===== src/rtl/fpu_pkg.sv =====
// Shared types and constants for the single-precision result packer.
package fpu_pkg;

   // FSM encoding, exposed on the debug state port of the packer.
   typedef enum logic [2:0] {
      S_IDLE  = 3'd0,
      S_NORM  = 3'd1,
      S_ROUND = 3'd2,
      S_PACK  = 3'd3,
      S_DONE  = 3'd4
   } state_t;

   localparam int               BIAS      = 127;
   localparam logic signed [9:0] EXP_MAX  = 10'sd255;
   localparam logic [31:0]      QNAN      = 32'h7fffffff;
   localparam logic [6:0]       RM_TRUNC  = 7'b0000000;
   localparam logic [6:0]       RM_TTE    = 7'b0000001;

   // A nonzero mantissa with [27:26] clear needs at most this many left shifts.
   localparam logic [4:0]       MAX_SHIFT = 5'd26;

endpackage


===== src/rtl/fp_rounder.sv =====
// Combinational rounding of a normalized mantissa: round to nearest, ties to
// even, or truncation for every other mode. Guard/round/sticky are consumed
// and returned as zero.
module fp_rounder
   import fpu_pkg::*;
(
   input  logic [6:0]        rm,
   input  logic [26:0]       mant_in,   // [26] hidden, [25:3] fraction, [2:0] g/r/s
   input  logic signed [9:0] exp_in,
   output logic [27:0]       mant_out,
   output logic signed [9:0] exp_out
);

   logic        round_up;
   logic [24:0] sum;

   // Increment the significand when above half, or exactly half with an odd LSB;
   // a carry out renormalizes by one place to the right.
   always_comb begin
      round_up = (rm == RM_TTE) && mant_in[2] && (mant_in[1] || mant_in[0] || mant_in[3]);
      sum      = {1'b0, mant_in[26:3]} + {24'd0, round_up};
      mant_out = {1'b0, sum[23:0], 3'b000};
      exp_out  = exp_in;
      if (sum[24]) begin
         mant_out = {1'b0, sum[24:1], 3'b000};
         exp_out  = exp_in + 10'sd1;
      end
   end

endmodule


===== src/rtl/packer.sv =====
// Normalizes, rounds and packs an unnormalized floating-point result into
// IEEE-754 single precision, one normalization step per clock.
//
// Handshake: a request (data_ready_i) is accepted only in IDLE or DONE; while
// busy_o is high requests are ignored. data_valid_o rises once the packed
// result is stable and stays high, with z_o and the flags held, until the next
// request is accepted.
module packer
   import fpu_pkg::*;
(
   input  logic              clk_i,
   input  logic              rst_i,
   input  logic              data_ready_i,
   input  logic [6:0]        rounding_mode_i,
   input  logic              sign_i,
   input  logic [9:0]        exp_i,
   input  logic [27:0]       mant_i,
   input  logic              nan_i,
   input  logic              infinity_i,
   output logic [31:0]       z_o,
   output logic              data_valid_o,
   output logic              busy_o,
   output logic              except_invalid_operation_o,
   output logic              except_overflow_o,
   output logic              except_underflow_o,
   output state_t            state_o
);

   state_t            state;
   state_t            state_n;
   logic              accept;

   logic              sign_q;
   logic signed [9:0] exp_q;
   logic [27:0]       mant_q;
   logic [6:0]        rm_q;
   logic              nan_q;
   logic              inf_q;
   logic [4:0]        shift_cnt;

   logic [27:0]       rnd_mant;
   logic signed [9:0] rnd_exp;

   logic [31:0]       pack_z;
   logic              pack_inv;
   logic              pack_ovf;
   logic              pack_unf;

   fp_rounder u_rounder (
      .rm       (rm_q),
      .mant_in  (mant_q[26:0]),
      .exp_in   (exp_q),
      .mant_out (rnd_mant),
      .exp_out  (rnd_exp)
   );

   // State register.
   always_ff @(posedge clk_i) begin
      if (rst_i) state <= S_IDLE;
      else       state <= state_n;
   end

   // Next-state logic: NORM loops while shifting left, leaves early for
   // carry, zero, or an already-set hidden bit.
   always_comb begin
      state_n = state;
      case (state)
         S_IDLE, S_DONE: if (data_ready_i) state_n = S_NORM;
         S_NORM: begin
            if (mant_q[27])                   state_n = S_ROUND;
            else if (mant_q == 28'd0)         state_n = S_PACK;
            else if (mant_q[26])              state_n = S_ROUND;
            else if (shift_cnt == MAX_SHIFT)  state_n = S_ROUND;
         end
         S_ROUND: state_n = S_PACK;
         S_PACK:  state_n = S_DONE;
         default: state_n = S_IDLE;
      endcase
   end

   // FSM-derived outputs and the request-accept strobe.
   always_comb begin
      busy_o  = (state == S_NORM) || (state == S_ROUND) || (state == S_PACK);
      accept  = data_ready_i && ((state == S_IDLE) || (state == S_DONE));
      state_o = state;
   end

   // Final encoding with NaN > infinity > zero > overflow > underflow priority.
   always_comb begin
      pack_z   = {sign_q, exp_q[7:0], mant_q[25:3]};
      pack_inv = 1'b0;
      pack_ovf = 1'b0;
      pack_unf = 1'b0;
      if (nan_q) begin
         pack_z   = QNAN;
         pack_inv = 1'b1;
      end else if (inf_q) begin
         pack_z   = {sign_q, 8'hff, 23'h0};
      end else if (mant_q == 28'd0) begin
         pack_z   = {sign_q, 31'h0};
      end else if (exp_q >= EXP_MAX) begin
         pack_z   = {sign_q, 8'hff, 23'h0};
         pack_ovf = 1'b1;
      end else if (exp_q <= 10'sd0) begin
         pack_z   = {sign_q, 31'h0};
         pack_unf = 1'b1;
      end
   end

   // Datapath: capture, normalize, round, pack, and the registered result.
   always_ff @(posedge clk_i) begin
      if (rst_i) begin
         sign_q                     <= 1'b0;
         exp_q                      <= 10'sd0;
         mant_q                     <= 28'd0;
         rm_q                       <= 7'd0;
         nan_q                      <= 1'b0;
         inf_q                      <= 1'b0;
         shift_cnt                  <= 5'd0;
         z_o                        <= 32'd0;
         data_valid_o               <= 1'b0;
         except_invalid_operation_o <= 1'b0;
         except_overflow_o          <= 1'b0;
         except_underflow_o         <= 1'b0;
      end else if (accept) begin
         sign_q       <= sign_i;
         exp_q        <= exp_i;
         mant_q       <= mant_i;
         rm_q         <= rounding_mode_i;
         nan_q        <= nan_i;
         inf_q        <= infinity_i;
         shift_cnt    <= 5'd0;
         data_valid_o <= 1'b0;
      end else begin
         case (state)
            S_NORM: begin
               if (mant_q[27]) begin
                  // The bit shifted out is folded into sticky.
                  mant_q <= {1'b0, mant_q[27:2], mant_q[1] | mant_q[0]};
                  exp_q  <= exp_q + 10'sd1;
               end else if ((mant_q != 28'd0) && !mant_q[26] && (shift_cnt != MAX_SHIFT)) begin
                  mant_q    <= mant_q << 1;
                  exp_q     <= exp_q - 10'sd1;
                  shift_cnt <= shift_cnt + 5'd1;
               end
            end
            S_ROUND: begin
               mant_q <= rnd_mant;
               exp_q  <= rnd_exp;
            end
            S_PACK: begin
               z_o                        <= pack_z;
               except_invalid_operation_o <= pack_inv;
               except_overflow_o          <= pack_ovf;
               except_underflow_o         <= pack_unf;
            end
            S_DONE: data_valid_o <= 1'b1;
            default: ;
         endcase
      end
   end

endmodule


===== config.mk =====
export PLATFORM = sky130hd
export DESIGN_NAME = packer
export DESIGN_NICKNAME = d
export VERILOG_FILES = /design/src/rtl/fpu_pkg.sv /design/src/rtl/fp_rounder.sv /design/src/rtl/packer.sv
export SDC_FILE = /design/constraint.sdc
export NUM_CORES = 1
export LEC_CHECK = 0
export BUFFER_PORTS_ARGS = -buffer_cell sky130_fd_sc_hd__buf_2
export CAP_MARGIN = 20
export CORE_AREA = 2 2 154 118
export CTS_CLUSTER_DIAMETER = 100
export CTS_CLUSTER_SIZE = 14
export DETAILED_ROUTE_END_ITERATION = 10
export DIE_AREA = 0 0 156 120
export PLACE_DENSITY = 0.53
export SLEW_MARGIN = 20
export SYNTH_ARGS = -nofsm -noshare
export SYNTH_HDL_FRONTEND = slang
export SYNTH_SLANG_ARGS = --single-unit

===== constraint.sdc =====
create_clock -name clk_i -period 2.85 [get_ports clk_i]
set_clock_uncertainty 0.2 [all_clocks]
set_input_delay 0 -clock clk_i [delete_from_list [all_inputs] [get_ports clk_i]]
set_output_delay 0 -clock clk_i [all_outputs]
set_load 0.01 [all_outputs]

==> results.yml <==
logic_synthesis:
  yosys_warnings: 0
  async_flop_share_pct: 0
  syn_avg_cell_area_um2: 8.34
  synth_edf_count: 0
  netlist-cell-type-count: 74
  syn_inst: 630
  mappedNetlistNets: 687
  ys.flop_type: "dfxtp_1"
  seq_area_frac_synth_pct: 35.1
  ys_seq_elements: 92
  netlist_area_um2: 5250
routing:
  dr.first_iter.drc_count: 494
  topRoutingLayerUsed: "met4"
  dr.pass1.iters: 5
  met3RoutedLength_um: 1260
  drt_wl_total_um: 18400
  vias_per_cell: 5.54
  drc_errors: 0
  dr_total_vias: 5564
  drtAntennaViolNets: 0
  wl_per_cell_um: 18.3
  met2WireLength_um: 7940
  met1_length_um: 8790
global_routing:
  grt_max_degree: 49
  grt_pass1_vias: 5348
  overflow: 0
  grt_first_pass_wirelength_um: 28500
  antenna_found_initial: 0
  grt_use_total_pct: 19.5
sta:
  worst_slack_ns: 0.173
  fmax_ghz: 0.374
  setup_tns_ns: 0
  worst_pin_slew_ns: 1.01
  layout_min_cycle_time_ns: 2.68
  finalHoldViolations: 0
  whs_ns: 0.247
  rsz0062_at_grt: "no"
  setup_viol: 0
  fin_crit_sh_pct: 93.9
  relSlewSlack_pct: 32.5
  maxSlewViolCount: 0
worst_hold_path:
  hp-start: "sign_i"
  hold-path-endpoint: "sign_q"
  whs_path_depth: 4
  hold_path_class: "input port to flip-flop"
place:
  dp_slack_ns: 0.0223
  io_buffers: 90
  dpl.hpwl_um: 12900
  gp_congestion: 0.965
setup_path:
  cp.arrival_ns: 2.77
  cp_top_family: "simple AND/OR/NAND/NOR gates"
  crit_top_cell: "buf_4"
  reg2reg_from: "mant_q[21]"
  cp.required_ns: 2.95
  critPathKind: "flip-flop to flip-flop"
  cpPeakStageDelay_ns: 0.51
  worstPathCellList: "nor4_1 -> buf_4 -> nand4_1 -> o31ai_2 -> nor2_1 -> buf_4 -> nor2_4 -> a22o_1"
  r2r_end: "mant_q[1]"
  cp.buffers_inverters: 2
  start_kind: "flip-flop"
  cp-end-kind: "flip-flop"
  worstPathMaxFanout: 20
  ff2ff_path_depth: 8
  slowest_stage: "nor4_1"
  regToRegSetupSlack_ns: 0.17
clocking:
  cts.htree.levels: 3
  ctsRootBufferMaster: "clkbuf_16"
  clkSlewWorstSetupHoldPaths_ns: 0.06
  cts_tree: "done"
  cts_buffer_depth: 2
  clk_latency_ns: 0.36
  cts_setup_buffers: 0
  cts_buffers: 9
  clkSinkCount: 92
flow_run:
  cap_violations: 0
die:
  pin_count: 91
  start_util_pct: 30.4
  fp.dieArea_um2: 18700
  rows: 42
  die_w_um: 156
  core_area_um2: 17300
  die_h_um: 120
cells_and_area:
  final_common_cell: "dfxtp_1"
  nets: 837
  final_cell_mix: "dfxtp_1 (92), buf_2 (90), nand2_1 (68)"
  syn2layout_area_growth_pct: 32.7
  antenna-diode-count: 0
  drive_gt1_share_pct: 24.0
power_and_ir_drop:
  vdd_drop_max_mv: 0.304
  p_leak_nw: 2.76
  power.density_nw_per_um2: 650
run_status:
  status: "complete, no violations"
==> stage by stage <==
step,cells,utilization [%],instance area (um^2),power [mW]
after detailed placement,930,35.1,6060,3.23
after floorplan,630,-,5250,2.75
after global routing,1004,40.3,6970,4.77
final,1004,40.3,6970,4.53
after CTS,1004,40.2,6940,4.52
after global placement,930,35.1,6060,3.20
==> cell type report <==
type,count,area [um^2]
tap,220,275
multi-input combinational,458,3020
timing repair buffer,208,1510
fill,1786,10300
inverter,11,41.3
clock buffer,13,250
sequential,92,1840
clock inverter,2,35.0
==> kinds of logic after synthesis <==
group	share of synthesized area, %
fa+ha+maj	1.43
mux	0.381
xor+xnor	3.50
buf+inv	8.13
flops	35.1
simple gates	22.4
compound gates	29.1
==> worst max path at each step <==
stage	to	cells past startpoint	startpoint	slack, ns
global placement	exp_q[9]	8	mant_q[21]	0.06
global route	mant_q[25]	11	rm_q[1]	0.008
CTS	mant_q[17]	8	shift_cnt[0]	0.11
floorplan	exp_q[9]	10	rm_q[3]	0.07
detailed placement	exp_q[9]	8	mant_q[21]	0.02
finish	mant_q[1]	8	mant_q[21]	0.17
==> Yosys cell counts (11+ instances only) <==
cell	instances	area share [%]
dfxtp_1	92	35
nand2_1	68	4.9
nor2_1	53	3.8
a21oi_1	36	3.4
clkbuf_1	32	2.3
o21ai_0	26	2.5
a221o_1	25	4.8
a211oi_1	16	2.3
nor3_1	16	1.5
nand3_1	15	1.4
buf_2	14	1.3
xnor2_1	13	2.2
a22oi_1	12	1.7
nor4_1	12	1.4
a221oi_1	11	1.8
buf_4	11	1.6
inv_1	11	0.79
==> power by group <==
group / switching [mW] / total [mW] / internal, mW / leakage [nW]
Sequential: 0.237 / 1.67 / 1.43 / 0.750
Combinational: 0.932 / 1.65 / 0.722 / 1.87
Clock: 0.507 / 1.21 / 0.699 / 0.140
Total: 1.68 / 4.53 / 2.85 / 2.76
==> worst min-delay path, stage by stage <==
cell and delay [ns]:
dlygate4sd3_1 0.53, buf_2 0.13, nand2_1 0.05, a21oi_1 0.05
==> repair_timing <==
item / 4_1_cts / 5_1_grt
pin swaps: 0 / 0
hold buffers: 59 / 0
gates resized for setup: 1 / 6
setup endpoints to repair: 2 / 22
endpoints found under the hold margin: 50 / 0
==> sequential cells by signal (all words and copies together), names as in the netlist, 3 cells and up <==
register,flops
rm_q,7
shift_cnt,5
state_o,3
exp_q,10
z_o,32
mant_q,28
==> metal layers <==
metal	track usage [%]	vias to the layer above
met5	0	-
met4	7.05	0
met3	3.76	32
met2	29.6	202
met1	27.3	2676
li1	-	2654
(Power assumes the default switching activity.)
